$ cat src/rtl/sqrt_seq.sv
// -----------------------------------------------------------------------------
// sqrt_seq : multi-cycle integer square root, floor(sqrt(radicand)).
//
// Restoring digit-by-digit algorithm: one root bit is resolved per clock.
// After the last iteration a one-cycle wrap-up stage keeps busy high.
// In the following cycle the results are registered and done pulses.
//
// Parameters:
//   WIDTH     radicand width in bits (even, >= 2). Root width RW = WIDTH/2.
//
// Ports:
//   clk        single clock, rising-edge active
//   reset      asynchronous, active-high reset
//   start      request pulse, sampled only while idle
//   radicand   operand, captured on the accepting edge
//   busy       high from the accepting edge until done is asserted
//   done       one-cycle pulse, results valid from this cycle on
//   root       floor(sqrt(radicand)), held until the next done
//   exact      radicand is a perfect square (remainder == 0)
//   remainder  radicand - root*root (only with SQRT_REM_OUT_EN)
//
// Optional feature macro: SQRT_REM_OUT_EN adds the remainder output port.
// -----------------------------------------------------------------------------
module sqrt_seq #(
  parameter int WIDTH = 8
) (
  input  logic                 clk,
  input  logic                 reset,
  input  logic                 start,
  input  logic [WIDTH-1:0]     radicand,
  output logic                 busy,
  output logic                 done,
  output logic [WIDTH/2-1:0]   root,
  output logic                 exact
`ifdef SQRT_REM_OUT_EN
  ,
  output logic [WIDTH/2:0]     remainder
`endif
);

  localparam int RW = WIDTH / 2;
  localparam int CW = (RW > 1) ? $clog2(RW) : 1;

  // S_FINISH is the extra busy cycle between the last iteration and done.
  typedef enum logic [1:0] {
    S_IDLE   = 2'd0,
    S_CALC   = 2'd1,
    S_FINISH = 2'd2,
    S_DONE   = 2'd3
  } state_t;

  state_t          state_r;
  state_t          state_next_s;

  logic [WIDTH-1:0] op_r;
  logic [RW+1:0]    rem_r;
  logic [RW-1:0]    root_p_r;
  logic [CW-1:0]    cnt_r;

  logic [RW+1:0]    rem_shift_s;
  logic [RW+1:0]    trial_s;
  logic [RW+1:0]    rem_step_s;
  logic [RW:0]      root_ext_s;
  logic [RW-1:0]    root_step_s;

  // One restoring iteration: bring down two operand bits, try subtracting 4r+1.
  always_comb begin
    // The top bit of rem_r is always zero between iterations.
    // It can be dropped before the shift.
    rem_shift_s = {rem_r[RW-1:0], op_r[WIDTH-1 -: 2]};
    trial_s     = {root_p_r, 2'b01};
    rem_step_s  = rem_shift_s;
    root_ext_s  = {root_p_r, 1'b0};
    if (rem_shift_s >= trial_s) begin
      rem_step_s = rem_shift_s - trial_s;
      root_ext_s = {root_p_r, 1'b1};
    end else begin
      rem_step_s = rem_shift_s;
      root_ext_s = {root_p_r, 1'b0};
    end
    root_step_s = root_ext_s[RW-1:0];
  end

  // Next-state logic of the control FSM.
  always_comb begin
    state_next_s = state_r;
    case (state_r)
      S_IDLE: begin
        if (start) begin
          state_next_s = S_CALC;
        end else begin
          state_next_s = S_IDLE;
        end
      end
      S_CALC: begin
        if (cnt_r == {CW{1'b0}}) begin
          state_next_s = S_FINISH;
        end else begin
          state_next_s = S_CALC;
        end
      end
      S_FINISH: state_next_s = S_DONE;
      S_DONE:   state_next_s = S_IDLE;
      default:  state_next_s = S_IDLE;
    endcase
  end

  // State register.
  always_ff @(posedge clk or posedge reset) begin
    if (reset) begin
      state_r <= S_IDLE;
    end else begin
      state_r <= state_next_s;
    end
  end

  // Datapath: operand shift register, partial remainder/root, iteration count.
  always_ff @(posedge clk or posedge reset) begin
    if (reset) begin
      op_r     <= {WIDTH{1'b0}};
      rem_r    <= {(RW+2){1'b0}};
      root_p_r <= {RW{1'b0}};
      cnt_r    <= {CW{1'b0}};
    end else begin
      case (state_r)
        S_IDLE: begin
          if (start) begin
            op_r     <= radicand;
            rem_r    <= {(RW+2){1'b0}};
            root_p_r <= {RW{1'b0}};
            cnt_r    <= CW'(RW - 1);
          end
        end
        S_CALC: begin
          op_r     <= op_r << 2;
          rem_r    <= rem_step_s;
          root_p_r <= root_step_s;
          if (cnt_r != {CW{1'b0}}) begin
            cnt_r <= cnt_r - CW'(1);
          end
        end
        default: begin
          op_r <= op_r;
        end
      endcase
    end
  end

  // Registered handshake and result outputs; results only change entering DONE.
  always_ff @(posedge clk or posedge reset) begin
    if (reset) begin
      busy  <= 1'b0;
      done  <= 1'b0;
      root  <= {RW{1'b0}};
      exact <= 1'b0;
`ifdef SQRT_REM_OUT_EN
      remainder <= {(RW+1){1'b0}};
`endif
    end else begin
      busy <= (state_next_s == S_CALC) || (state_next_s == S_FINISH);
      done <= (state_next_s == S_DONE);
      if (state_r == S_FINISH) begin
        root  <= root_p_r;
        exact <= (rem_r == {(RW+2){1'b0}});
`ifdef SQRT_REM_OUT_EN
        // Final remainder <= 2*root, so the top bit of rem_r is zero.
        remainder <= rem_r[RW:0];
`endif
      end
    end
  end

endmodule

$ cat config.mk
export PLATFORM = sky130hd
export DESIGN_NAME = sqrt_seq
export DESIGN_NICKNAME = d
export VERILOG_FILES = /design/src/rtl/sqrt_seq.sv
export SDC_FILE = /design/constraint.sdc
export NUM_CORES = 1
export LEC_CHECK = 0
export ABC_AREA = 1
export BUFFER_PORTS_ARGS = -buffer_cell sky130_fd_sc_hd__buf_2
export CAP_MARGIN = 20
export CELL_PAD_IN_SITES_DETAIL_PLACEMENT = 0
export CELL_PAD_IN_SITES_GLOBAL_PLACEMENT = 1
export CORE_UTILIZATION = 30
export CTS_BUF_LIST = sky130_fd_sc_hd__clkbuf_8
export DETAILED_ROUTE_END_ITERATION = 12
export HOLD_SLACK_MARGIN = 0.02
export PLACE_DENSITY_LB_ADDON = 0.3
export SLEW_MARGIN = 15
export SYNTH_ARGS = -nofsm -noshare
export SYNTH_HDL_FRONTEND = slang
export SYNTH_SLANG_ARGS = --single-unit
$ cat constraint.sdc
create_clock -name clk -period 1.8 [get_ports clk]
set_input_delay 0.18 -clock clk [delete_from_list [all_inputs] [get_ports clk]]
set_output_delay 0.18 -clock clk [all_outputs]
set_load 0.01 [all_outputs]
# After elaboration in Yosys (flattened, before gate mapping)
# Index checks and enable logic that the tools add are counted.
# totals
register_bits,29
latch_bits,0
mem_bits_rw,0
rom_bits,0
in_bits,11
output_inout_bits,7
elab_cells,42
n_memories,0
# classes
n_addsub,2
mul,0
div,0
n_lt_le_gt_ge,1
eq_ne,8
shift,0
mux,14
bitwise,0
reduce_logical,8
# op_table
cell,n
one-hot mux 8 bit (2 select lines),1
two-way mux 6 bit,2
one-hot mux 6 bit (2 select lines),1
"== test 2 bit, second input constant",4
two-way mux 8 bit,1
one-hot mux 2 bit (4 select lines),1
one-hot mux 4 bit (2 select lines),1
>= comparator 6 bit,1
logical NOT 6 bit,1
two-way mux 2 bit,3
subtractor 6 bit,1
"== test 2 x 1 -> 1 bit, second input constant",2
logical NOT 2 bit,2
two-way mux 4 bit,1
"inequality test 2 bit, second input constant",2
one-hot mux 2 bit (2 select lines),1
nonzero test 2 bit,2
AND reduction 3 bit,1
two-way mux 1 bit,2
AND reduction 2 bit,1
"subtractor 2 x 1 -> 2 bit, second input constant",1
logical OR 1 bit,1

# Longest topological paths before layout
# depth
word_depth,5
ltp_mapped,10

# Worst setup path before layout
# OpenSTA, ideal clock, no wires.
# synth_timing
path_kind,flip-flop to flip-flop
from,reg rem_r[2]
to,reg rem_r[5]
setup_time_ps,116
arrival_ps,1417
setup_slack_ps,266
path_stages_with_launch,10
path_buffers,0
synth_period_minus_slack_ps,1534
cell_sequence,dfrtp_1 -> ha_1 -> nand2_1 -> inv_2 -> a21oi_4 -> nand3_4 -> nand2_2 -> nand2_1 -> nand2_1 -> nand2_1
# synth_between
elab_chain_cells,3
elab_cells_between_ends,4
# synth_lines
element,line_no,rtl
from (decl),56,logic [RW+1:0] rem_r;
from (signal assigned),121,rem_r <= {(RW+2){1'b0}};
from (signal assigned),129,rem_r <= {(RW+2){1'b0}};
from (signal assigned),136,rem_r <= rem_step_s;
subtractor 6 bit / >= comparator 6 bit (equally long branches),"75, 74",
two-way mux 6 bit (*),74,if (rem_shift_s >= trial_s) begin
one-hot mux 6 bit (2 select lines) (*),125,case (state_r)
# Every way passes the cells marked *; elsewhere a longest branch is shown, timed or not.
# A chain may end at the register's enable or synchronous reset.

# Worst setup path after layout
# layout_timing
from,reg root_p_r[1]
to,reg rem_r[5]
# layout_between
elab_chain_cells,3
elab_cells_between_ends,4
# layout_lines
element,line_no,rtl
from (decl),57,logic [RW-1:0] root_p_r;
from (signal assigned),122,root_p_r <= {RW{1'b0}};
from (signal assigned),130,root_p_r <= {RW{1'b0}};
from (signal assigned),137,root_p_r <= root_step_s;
subtractor 6 bit / >= comparator 6 bit (equally long branches),"75, 74",
two-way mux 6 bit (*),74,
one-hot mux 6 bit (2 select lines) (*),125,
# Marks and branches as above.

==> out/results.txt <==
DP HPWL = 2440 um
Vias in the first global route = 1209
Max incr delay on CP = 360 ps
Final WS setup = 171 ps
Drt via density = 4.54
Yosys warnings = 0
Most frequent CP cell = nand2_1
Worst-Margin Slew = 387 ps
Worst skew pair latency = 280 ps
Netlist cell types = 23
Layout cells sized above 1 = 22.0%
Initial antenna violation count = 0
CTS tree = done
Post-Route WL = 3460 um
Reg area = 726 um2
Grt total ovfl = 0
Reg2reg start = root_p_r[1]$_DFFE_PP0P_
Max VDD drop = 0.000789 V
Root Driver = clkbuf_8
Syn Std Cell Area = 1560 um2
Worst Path Arrival = 1800 ps
Final Max Tran Viols = 0
DRC violations left = 0
Crit Path Class = flop to flop
Die Ht = 74.1 um
Worst Setup SP = root_p_r[1]$_DFFE_PP0P_
Synth top area share = 46.5%
Reg2reg setup slack = 170 ps
Avg Inst Size Synth = 8.38 um2
Placement Setup Slack = 135 ps
GRT Total Usage = 14.3%
Clk slew on worst S/H paths = 60 ps
Worst setup SP type = flop
Sequential share of the synthesized area = 46.5%
Synth top area cells = dfrtp_1 47%, nand2_1 12%, ha_1 6.4%
Cells after Synth = 186
CTS Buffer Depth = 2
Status = finished, final reports clean
Core Footprint = 4850 um2
Final Hold Vio Count = 0
Worst setup path end = rem_r[5]$_DFFE_PP0P_
Die area = 5490 um2
Final #Nets = 232
Rel. slew slack = 74.2%
Leak = 0.979 nW
Post-DR wirelength/cell = 12.3 um
Critical Path Sink Type = flop
Total I/O pin count = 18
Power density cells = 2320 nW/um2
Peak Freq = 614 MHz
Std cell rows = 25
Antenna cells = 0
Htree depth = 2
Reg2Reg Depth = 10
Gpl congestion = 0.804
Pre-Repair DR Iteration Count = 4
Fin crit share = 90.5%
Syn nets = 205
Setup TNS = 0 ps
Vias = 1276
Multi-input gate area = 723 um2
Final min period = 1630 ps
Initial Util = 32.2%
Slowest library cell on the worst path = dfrtp_1
Hold path depth = 3
Clk_skew = 3.60 ps
RSZ-0062 raised after global routing = no
Yosys reg bits = 29
Die W = 74.1 um
First-pass GRT wire length = 5740 um
Synth area leader = dfrtp_1
Port-buffer cells = 17
1st-iter DRT viols = 52
Filler Cell Count = 507
Setup-failing EPs final = 0
CP Max Fanout = 7
Sink Count = 29
Area grow syn2layout = 22.0%
Reg2reg end = rem_r[5]$_DFFE_PP0P_
CP required = 1980 ps
Largest net degree at the start of global routing = 30
Critical-path cell list = inv_1 > ha_4 > nand2_1 > nand2_1 > a21oi_4 > nand3_4 > nand2_2 > nand2_1 > nand2_1 > nand2_1
Num CTS Buffers = 5
Min-Delay Path Class = input port to flop
DRT antenna net count = 0
Max-cap check violation count = 0
cells in the mapped netlist, drive strengths merged:
library cell and number:
a21oi 5, a22oi 1, a32o 2, buf 4, dfrtp 29, ha 8, inv 30, nand2 52
nand3 18, nand3b 1, nand4 6, nor2 10, nor4 1, o21ai 13, o22ai 5, xor2 1
placed cells by master (no fill, tap or decap), drive strengths merged:
| cell | n |
|---|---|
| nand2 | 52 |
| nor4 | 1 |
| a22oi | 1 |
| dfrtp | 29 |
| xor2 | 1 |
| a21oi | 5 |
| clkbuf | 6 |
| nand3 | 18 |
| inv | 31 |
| buf | 23 |
| o22ai | 5 |
| dlygate4sd3 | 1 |
| a32o | 2 |
| nand4 | 6 |
| bufinv | 1 |
| nor2 | 10 |
| o21ai | 13 |
| ha | 8 |
| nand3b | 1 |
state kept, by name (all words and copies together) (netlist names):
signal,cells
root_p_r,4
state_r,2
cnt_r,2
rem_r,6
root,4
busy,1
exact,1
op_r,8
done,1
per-stage QoR:
step | cell area [um2] | cells | hold WS [ps] | util, % | total power [mW]
after floorplan | 1560 | 186 | 258 | - | 2.99
after CTS | 1860 | 279 | 143 | 38.4 | 4.27
after global routing | 1900 | 281 | 154 | 39.2 | 4.86
after global placement | 1740 | 270 | 273 | 35.8 | 3.57
after detailed placement | 1740 | 270 | 283 | 35.8 | 3.55
final | 1900 | 281 | 150 | 39.2 | 4.41
cell families after synthesis:
kind of cell | share of synthesized area (%)
buf+inv | 8.67
flops | 46.5
xor+xnor | 0.562
fa+ha+maj | 6.42
compound gates | 10.3
simple gates | 27.5
worst max-delay path: cells and delay by family (launching register included):
kind                       cells  cell delay, ps
AOI/OAI and AO/OA              1             240
adders and majority gates      1             240
buffers and inverters          1             150
DFF                            1             360
and+or+nand+nor                7             540
cell type report:
type	instances	area share, %
clock buffer	6	4.34
tap	67	4.41
multi-input combinational	123	38.0
timing repair buffer	24	7.37
clock inverter	2	1.78
inverter	30	5.92
sequential	29	38.2
how the worst min path moves through the flow:
stage                      startpoint                    to  slack [ps]
after global placement          reset  cnt_r[1]$_DFFE_PP0P_         270
final                     radicand[2]   op_r[2]$_DFFE_PP0P_         150
after CTS                 radicand[4]   op_r[4]$_DFFE_PP0P_         140
after floorplan                 reset        busy$_DFF_PP0_         260
after global routing      radicand[1]   op_r[1]$_DFFE_PP0P_         150
after detailed placement        reset  cnt_r[1]$_DFFE_PP0P_         280
repair_timing:
item / CTS / global route
hold endpoints to repair: 29 / 0
gates resized for setup: 0 / 2
buffers inserted: 0 / 2
hold buffers: 1 / 0
endpoints found under the setup margin: 0 / 2
report_power, final:
part / switching [mW] / total (mW) / internal (mW)
Sequential: 0.197 / 1.16 / 0.966
Combinational: 1.57 / 2.54 / 0.975
Clock: 0.256 / 0.701 / 0.445
Total: 2.02 / 4.41 / 2.39
layer usage:
| layer | part of all wire [%] | wire length (um) | GRT usage, % |
|---|---|---|---|
| met5 | 0 | 0 | 0 |
| met4 | 1.7 | 59 | 5.77 |
| met3 | 2.6 | 91 | 4.07 |
| met2 | 46 | 1590 | 21.9 |
| met1 | 50 | 1720 | 19.1 |
Note: power is estimated with default switching activity, not from simulation.
